$ cat src/rtl/dcache_arbiter_pkg.sv
// Shared types for the data-cache arbiter: cache micro-ops, arbiter states
// and the response tag carried through the two-stage pipeline.
package Utilities;

  typedef enum logic [1:0] {
    NOP = 2'd0,
    LDR = 2'd1,
    STR = 2'd2
  } Uop;

  typedef logic [0:0] ArbState;
  localparam ArbState ARB    = 1'b0;
  localparam ArbState LOCKED = 1'b1;

  // Requester index width sized for the largest supported requester count (4).
  localparam int unsigned REQ_IDX_W = 2;

  typedef struct packed {
    logic                 valid;
    logic [REQ_IDX_W-1:0] idx;
  } resp_tag_t;

  // Index + 1, wrapping at n.
  function automatic logic [REQ_IDX_W-1:0] wrap_inc(input logic [REQ_IDX_W-1:0] idx,
                                                    input int unsigned n);
    return ((32'(idx) + 32'd1) >= n) ? '0 : idx + REQ_IDX_W'(1);
  endfunction

endpackage

$ cat src/rtl/dcache_arbiter_rr_picker.sv
// One-hot picker: first valid requester searching upward from ptr (round-robin)
// or from index 0 (fixed priority). Purely combinational.
module rr_picker
  import Utilities::*;
#(
  parameter int unsigned NUM_REQ = 2
) (
  input  logic [NUM_REQ-1:0]   valid,
  input  logic [REQ_IDX_W-1:0] ptr,
  input  logic                 fixed,
  output logic [NUM_REQ-1:0]   grant,
  output logic [REQ_IDX_W-1:0] idx,
  output logic                 any
);

  int unsigned cand;

  always_comb begin
    grant = '0;
    idx   = '0;
    any   = 1'b0;
    cand  = 0;
    for (int unsigned i = 0; i < NUM_REQ; i++) begin
      cand = fixed ? i : ((32'(ptr) + i) % NUM_REQ);
      for (int unsigned j = 0; j < NUM_REQ; j++) begin
        if (!any && (j == cand) && valid[j]) begin
          any      = 1'b1;
          grant[j] = 1'b1;
          idx      = REQ_IDX_W'(j);
        end
      end
    end
  end

endmodule

$ cat src/rtl/dcache_arbiter.sv
// Arbitrates NUM_REQ valid/ready requesters onto the single-port data cache,
// registers the winning command and returns a tagged response two cycles later.
module dcache_arbiter
  import Utilities::*;
#(
  parameter int unsigned NUM_REQ    = 2,
  parameter int unsigned ADDR_W     = 5,
  parameter int unsigned DATA_W     = 32,
  parameter bit          FIXED_PRIO = 1'b0
) (
  input  logic                           clock,
  input  logic                           reset,
  input  logic [NUM_REQ-1:0]             req_valid,
  output logic [NUM_REQ-1:0]             req_ready,
  input  logic [NUM_REQ-1:0]             req_write,
  input  logic [NUM_REQ-1:0]             req_lock,
  input  logic [NUM_REQ-1:0][ADDR_W-1:0] req_addr,
  input  logic [NUM_REQ-1:0][DATA_W-1:0] req_wdata,
  output logic [NUM_REQ-1:0]             resp_valid,
  output logic [DATA_W-1:0]              resp_rdata,
  output logic [ADDR_W-1:0]              cache_addr,
  output logic [DATA_W-1:0]              cache_wdata,
  output Uop                             cache_uop,
  input  logic [DATA_W-1:0]              cache_rdata
);

  ArbState              state, state_nxt;
  logic [REQ_IDX_W-1:0] ptr, ptr_nxt;
  logic [REQ_IDX_W-1:0] owner, owner_nxt;
  logic [NUM_REQ-1:0]   pick_valid;
  logic [NUM_REQ-1:0]   grant;
  logic [REQ_IDX_W-1:0] pick_idx;
  logic                 pick_any;
  logic                 xfer;
  logic                 lock_w;
  logic                 write_w;
  logic [ADDR_W-1:0]    sel_addr;
  logic [DATA_W-1:0]    sel_wdata;
  resp_tag_t            tag;

  // While locked, only the owner is visible to the picker.
  assign pick_valid = (state == LOCKED) ? (req_valid & (NUM_REQ'(1) << owner)) : req_valid;

  rr_picker #(.NUM_REQ(NUM_REQ)) u_picker (
    .valid (pick_valid),
    .ptr   (ptr),
    .fixed (FIXED_PRIO),
    .grant (grant),
    .idx   (pick_idx),
    .any   (pick_any)
  );

  assign req_ready  = reset ? '0 : grant;
  assign xfer       = pick_any && !reset;
  assign lock_w     = |(req_lock & grant);
  assign write_w    = |(req_write & grant);
  assign resp_rdata = cache_rdata;

  always_comb begin
    sel_addr  = '0;
    sel_wdata = '0;
    for (int unsigned j = 0; j < NUM_REQ; j++) begin
      if (grant[j]) begin
        sel_addr  = req_addr[j];
        sel_wdata = req_wdata[j];
      end
    end
  end

  always_ff @(posedge clock or posedge reset) begin
    if (reset) begin
      state <= ARB;
      ptr   <= '0;
      owner <= '0;
    end else begin
      state <= state_nxt;
      ptr   <= ptr_nxt;
      owner <= owner_nxt;
    end
  end

  always_comb begin
    state_nxt = state;
    ptr_nxt   = ptr;
    owner_nxt = owner;
    case (state)
      ARB: begin
        if (xfer) begin
          ptr_nxt = wrap_inc(pick_idx, NUM_REQ);
          if (lock_w) begin
            state_nxt = LOCKED;
            owner_nxt = pick_idx;
          end
        end
      end
      LOCKED: begin
        // A locked transfer keeps the grant; the pointer moves only on release.
        if (xfer && !lock_w) begin
          state_nxt = ARB;
          ptr_nxt   = wrap_inc(owner, NUM_REQ);
        end
      end
      default: state_nxt = ARB;
    endcase
  end

  // Cache command register and response tag pipeline.
  always_ff @(posedge clock or posedge reset) begin
    if (reset) begin
      cache_addr  <= '0;
      cache_wdata <= '0;
      cache_uop   <= NOP;
      tag         <= '0;
      resp_valid  <= '0;
    end else begin
      if (xfer) begin
        cache_addr  <= sel_addr;
        cache_wdata <= sel_wdata;
        cache_uop   <= write_w ? STR : LDR;
      end else begin
        cache_uop   <= NOP;
      end
      tag        <= '{valid: xfer, idx: pick_idx};
      resp_valid <= tag.valid ? (NUM_REQ'(1) << tag.idx) : '0;
    end
  end

endmodule
$ cat config.mk
export PLATFORM = sky130hd
export DESIGN_NAME = dcache_arbiter
export DESIGN_NICKNAME = d
export VERILOG_FILES = /design/src/rtl/dcache_arbiter_pkg.sv /design/src/rtl/dcache_arbiter_rr_picker.sv /design/src/rtl/dcache_arbiter.sv
export SDC_FILE = /design/constraint.sdc
export NUM_CORES = 1
export LEC_CHECK = 0
export CAP_MARGIN = 20
export CELL_PAD_IN_SITES_DETAIL_PLACEMENT = 1
export CELL_PAD_IN_SITES_GLOBAL_PLACEMENT = 1
export CORE_MARGIN = 1
export CORE_UTILIZATION = 26
export CTS_BUF_LIST = sky130_fd_sc_hd__clkbuf_16
export DETAILED_ROUTE_END_ITERATION = 8
export GPL_ROUTABILITY_DRIVEN = 0
export PLACE_DENSITY_LB_ADDON = 0.25
export SLEW_MARGIN = 20
export SYNTH_ARGS = -nofsm -noshare
export SYNTH_HDL_FRONTEND = slang
export SYNTH_SLANG_ARGS = --single-unit
$ cat constraint.sdc
create_clock -name clock -period 5.44 [get_ports clock]
set_input_delay 0.816 -clock clock [delete_from_list [all_inputs] [get_ports clock]]
set_output_delay 0.816 -clock clock [all_outputs]
set_load 0.05 [all_outputs]
==> run metrics, run 1 <==
status=completed; Worst Skew=0.00297 ns; syn_nets=355; CP cell instances=clkdlybuf4s50_1 > or3b_1 > and3_2 > and2_1 > clkdlybuf4s50_1; Post-synth ARST share=1.00; synth cell count leaders=nor2_1, dfrtp_1, a221oi_2; #FFs+latches synth=46; normalized max-slew margin=0.536; starting density of the core=0.272; ANT cells=0; pwr dens=590 mW/mm^2; die footprint=0.0102 sq mm; # rows=35; layout cells sized above 1=0.159; Seq/Total Area, Yosys=0.452; I/O pin cnt=189; WP buf/inv=2; nets@finish=440; Area Growth Syn to Fin=47.6%; CTS clk-pin slew, worst paths=0.06 ns; die width=101 microns; TritonCTS clock tree=yes; crit path max fanout=4; max-slew violation count=0; Post-Synthesis Cells=241; CTS Buf Count=5; Setup Buffers After CTS=0; Hold Crit Class=flop to flop; WL final=6980 microns; vias in the first global route=2190; Tmin final=3.63 ns; first-pass GRT wire length=11100 microns; H-tree levels=2; antenna violations before repair=0; Final Cycle Share=0.668; dominant cells by area after synthesis=dfrtp_1, a221oi_2, nor2_1; setup TNS=0 ns; most used cell along the critical path=clkdlybuf4s50_1; Fillers=1087; gr ovfl total=0; area used by multi-input combinational logic=0.00102 sq mm; Clock Sinks=46; VDD IR max=0.207 mV; Crit path arrival time=2.82 ns; Leakage=1.52 nW; Routed wire per std cell=15.3 microns; IO buf count=124; Worst-Skew Late Latency=0.28 ns; CP max stage cell=clkdlybuf4s50_1; post-synth top area share=0.452; Crit. End Element=output port; Root Buffer=clkbuf_16; Placed Area=0.00362 sq mm; final core occ=0.401; max-cap violations=0; fmax=0.275 GHz; Core Area=0.00937 sq mm; Die Y=101 microns; Distinct cells, synth=29; Final Hold Fails=0; critical path class=primary input to output port; unrepaired setup endpoints after global routing=no; largest net degree at the start of global routing=47; YS warnings=0; cts hold-fix bufs=0; first-pass detailed-route iteration total=4; post-route cell area=0.00376 sq mm; startpoint types=primary input; cell with the most instances after synthesis=nor2_1; Post-DP HPWL=4820 microns; CTS max path bufs=2; DRC=0; DR iter-0 viols=38; vias per cell=4.52; Post-synth EDFFs=0; All-Layer GR Usage=0.141; Final setup viols=0; cell accounting for the most synthesized area=dfrtp_1; antenna viol nets, final=0; delay-heaviest family, CP=buffers and inverters; mean post-synth cell area=10.6 sq um; total number of vias=2063; Worst Tran Pin Value=0.695 ns; CTS resizes=0; Synth Flop Type=dfrtp_1; Crit path required time=4.62 ns; Max stage delay on crit path=0.71 ns; Mapped Area=0.00255 sq mm; FF+latch area=0.00115 sq mm
==> power breakdown <==
group	switching, W	internal [W]
clock	0.000119	0.000166
combinational	0.000888	0.000452
sequential	0.0000897	0.000504
total	0.00110	0.00112
==> flip-flops by register name (all words and copies together) (netlist names), named ones only <==
signal       cells
cache_wdata     32
cache_addr       5
ptr              1
tag              2
owner            1
resp_valid       2
cache_uop        2
==> layout by cell type, fill, tap and decap left out <==
master and count:
clkdlybuf4s50_1 124, and3_2 1, a21oi_1 1, inv_1 3
a21boi_0 2, o31ai_1 1, nand3_1 1, a221oi_2 37
dfrtp_1 46, and2_2 1, inv_2 1, clkbuf_16 5
mux2i_1 1, a22oi_1 1, clkinv_1 1, a21o_2 1
o211ai_1 1, nand2_1 4, or3b_1 1, or2b_1 1
nand4_1 1, o21bai_1 1, nor2_1 77, buf_4 5
a31oi_1 1, and2_1 3, clkinv_2 1, nor2b_1 1
nand3b_1 1, a21o_1 1, o21ai_0 1
==> final timing paths <==
| kind | from | to | slack [ns] | cells after the start |
|---|---|---|---|---|
| hold / removal | tag[0] | resp_valid[0] | 0.42 | 1 |
| hold reg to reg | tag[0] | resp_valid[0] | 0.42 | 1 |
| setup / recovery | req_valid[0] | req_ready[1] | 1.81 | 5 |
| setup reg to reg | flop | cache_wdata[11] | 3.40 | 5 |
| max in group asynchronous | reset | cache_wdata[1] | 3.96 | 3 |
| min in group asynchronous | reset | asynchronous set/reset pin | 1.07 | 3 |
==> through the flow <==
stage,hold WS (ns),total power [W],setup WS [ns],instances
final,0.424,0.00222,1.81,456
after global routing,0.444,0.00236,1.73,456
after CTS,0.429,0.00226,1.80,456
after detailed placement,0.419,0.00196,1.81,448
after global placement,0.399,0.00194,1.83,448
after floorplan,0.395,0.00158,2.26,241
==> area by class of cell <==
| cell class | instances | share of cell area |
|---|---|---|
| clock inverters | 3 | 0.00333 |
| multi-input cells | 141 | 0.272 |
| well taps | 129 | 0.0429 |
| flip-flops and latches | 46 | 0.306 |
| clock buffers | 5 | 0.0333 |
| repair buffers | 129 | 0.340 |
| inverters | 3 | 0.00299 |
==> routing by layer <==
layer / global-route usage / wire length (microns) / vias to the layer above
li1: - / - / 980
met5: 0 / 0 / -
met2: 0.238 / 3230 / 91
met4: 0.0468 / 102 / 0
met1: 0.172 / 3060 / 976
met3: 0.0416 / 592 / 16
==> kinds of logic (layout without fill, tap and decap cells) <==
logic type	after synthesis	in the layout	synth area share
mux	1	1	0.00393
flops	46	46	0.452
buf+inv	54	140	0.148
compound gates	48	48	0.248
simple gates	92	92	0.148
Power figures use the tool's default switching activity.
==> inputs of run 2 (changes only) <==
- CORE_UTILIZATION: 26 -> 22
- clock period: 5.44 -> 3.3 ns (I/O delays scaled with it)
==> run 2 against run 1 <==
  * Core utilization fell by 5.4 points
  * Total power rose by 70%
  * Critical path type unchanged
  * Sequential cell count unchanged
  * Worst setup slack worse by 0.94 ns
  * Final area grew 2.4%
  * Highest routed layer unchanged
  * Hold slack got worse by 0.0041 ns
  * Clock skew increased by 0.0029 ns
  * Register-to-register slack worse by 2.0 ns
  * First-iteration DRC count increased by 37%
  * Combinational power up 67%
  * Global-route usage decreased by 2.2 points
==> run metrics, run 2 (synthesized netlist as in run 1, its figures left out) <==
layout cells sized above 1=0.175; max-cap violations=0; Setup Buffers After CTS=0; die footprint=0.0120 sq mm; FF+latch area=0.00115 sq mm; die width=110 microns; largest net degree at the start of global routing=40; Biggest register=cache_wdata; CP max stage cell=clkdlybuf4s50_1; fmax=0.410 GHz; Fin Hold WS=0.420 ns; area used by multi-input combinational logic=0.00102 sq mm; total number of vias=2089; gr ovfl total=0; CTS Buf Count=5; DRC=0; Final Cycle Share=0.738; antenna violations before repair=0; I/O pin cnt=189; number of flip-flops under the largest register name=32; H-tree levels=2; CTS resizes=0; normalized max-slew margin=0.643; Max stage delay on crit path=0.51 ns; WL final=7160 microns; Final setup viols=0; antenna viol nets, final=0; Routed wire per std cell=15.2 microns; # rows=38; status=completed; TritonCTS clock tree=yes; cts hold-fix bufs=0; Cell Count, Final, Fillers Out=471; CTS max path bufs=2; most frequent cells in the layout=clkdlybuf4s50_1, nor2_1, dfrtp_1; Final Hold Fails=0; Post-DP HPWL=5180 microns; first-pass GRT wire length=11100 microns; commonest non-fill, non-tap cell in the layout=clkdlybuf4s50_1; Crit path arrival time=1.94 ns; startpoint types=primary input; Cell Count Post-Placement=463; All-Layer GR Usage=0.119; DR iter-0 viols=52; starting density of the core=0.230; Die Y=110 microns; Worst Skew=0.00591 ns; Clock Sinks=46; max-slew violation count=0; Core Area=0.0111 sq mm; setup TNS=0 ns; CP cell instances=clkdlybuf4s50_1 > or3b_1 > and3_2 > and2_1 > buf_4; Area Growth Syn to Fin=51.1%; ANT cells=0; Largest regs=cache_wdata x32, cache_addr x5; Crit path required time=2.80 ns; first-pass detailed-route iteration total=3; vias in the first global route=2277; pwr dens=981 mW/mm^2; VDD IR max=0.294 mV; Worst-Skew Late Latency=0.28 ns; unrepaired setup endpoints after global routing=no; crit path max fanout=4; vias per cell=4.44; Placed Area=0.00369 sq mm; Tmin final=2.44 ns; nets@finish=444; post-route cell area=0.00385 sq mm; CTS clk-pin slew, worst paths=0.06 ns; Root Buffer=clkbuf_16; critical path class=primary input to output port; Hold Crit Class=flop to flop; Leakage=1.56 nW; Fillers=1258; IO buf count=124; Worst Tran Pin Value=0.533 ns; Crit. End Element=output port
[run 2: report_power, final]
part / total (W) / switching, W / internal (W)
logic: 0.00224 / 0.00147 / 0.000772
registers: 0.000984 / 0.000153 / 0.000830
clock network: 0.000555 / 0.000203 / 0.000352
total: 0.00378 / 0.00182 / 0.00195
[run 2: worst max-delay path: cells and delay by family]
kind                   cells  cell delay [ns]
buffers and inverters      2             0.70
AND/OR/NAND/NOR            3             0.75
[run 2: metrics by stage]
stage / util / power, W / setup WS [ns]
2_1_floorplan: - / 0.00260 / 0.760
3_3_place_gp: 0.333 / 0.00324 / 0.860
3_5_place_dp: 0.333 / 0.00328 / 0.862
4_1_cts: 0.348 / 0.00385 / 0.852
5_1_grt: 0.348 / 0.00401 / 0.790
6_report: 0.348 / 0.00378 / 0.864
[run 2: area by class of cell]
class | instances | area share
inverters | 3 | 0.00292
well taps | 140 | 0.0455
multi-input cells | 141 | 0.265
clock buffers | 5 | 0.0325
flip-flops and latches | 46 | 0.299
clock inverters | 3 | 0.00975
repair buffers | 133 | 0.345
[run 2: final timing paths]
kind                              start              end  slack (ns)  cells past startpoint
setup reg to reg                   flop  cache_wdata[11]        1.38                      5
min in group asynchronous         reset  cache_wdata[24]        0.65                      3
setup / recovery           req_valid[0]     req_ready[1]        0.86                      5
hold reg to reg                  tag[0]    resp_valid[0]        0.42                      1
hold / removal                   tag[0]    resp_valid[0]        0.42                      1
max in group asynchronous         reset  cache_wdata[10]        2.40                      3
[run 2: metal layers]
| layer | share of wire | track usage | vias to the layer above |
|---|---|---|---|
| met3 | 0.11 | 0.0480 | 12 |
| li1 | - | - | 992 |
| met4 | 0.0082 | 0.0286 | 0 |
| met5 | 0 | 0 | - |
| met1 | 0.39 | 0.127 | 1001 |
| met2 | 0.49 | 0.217 | 84 |
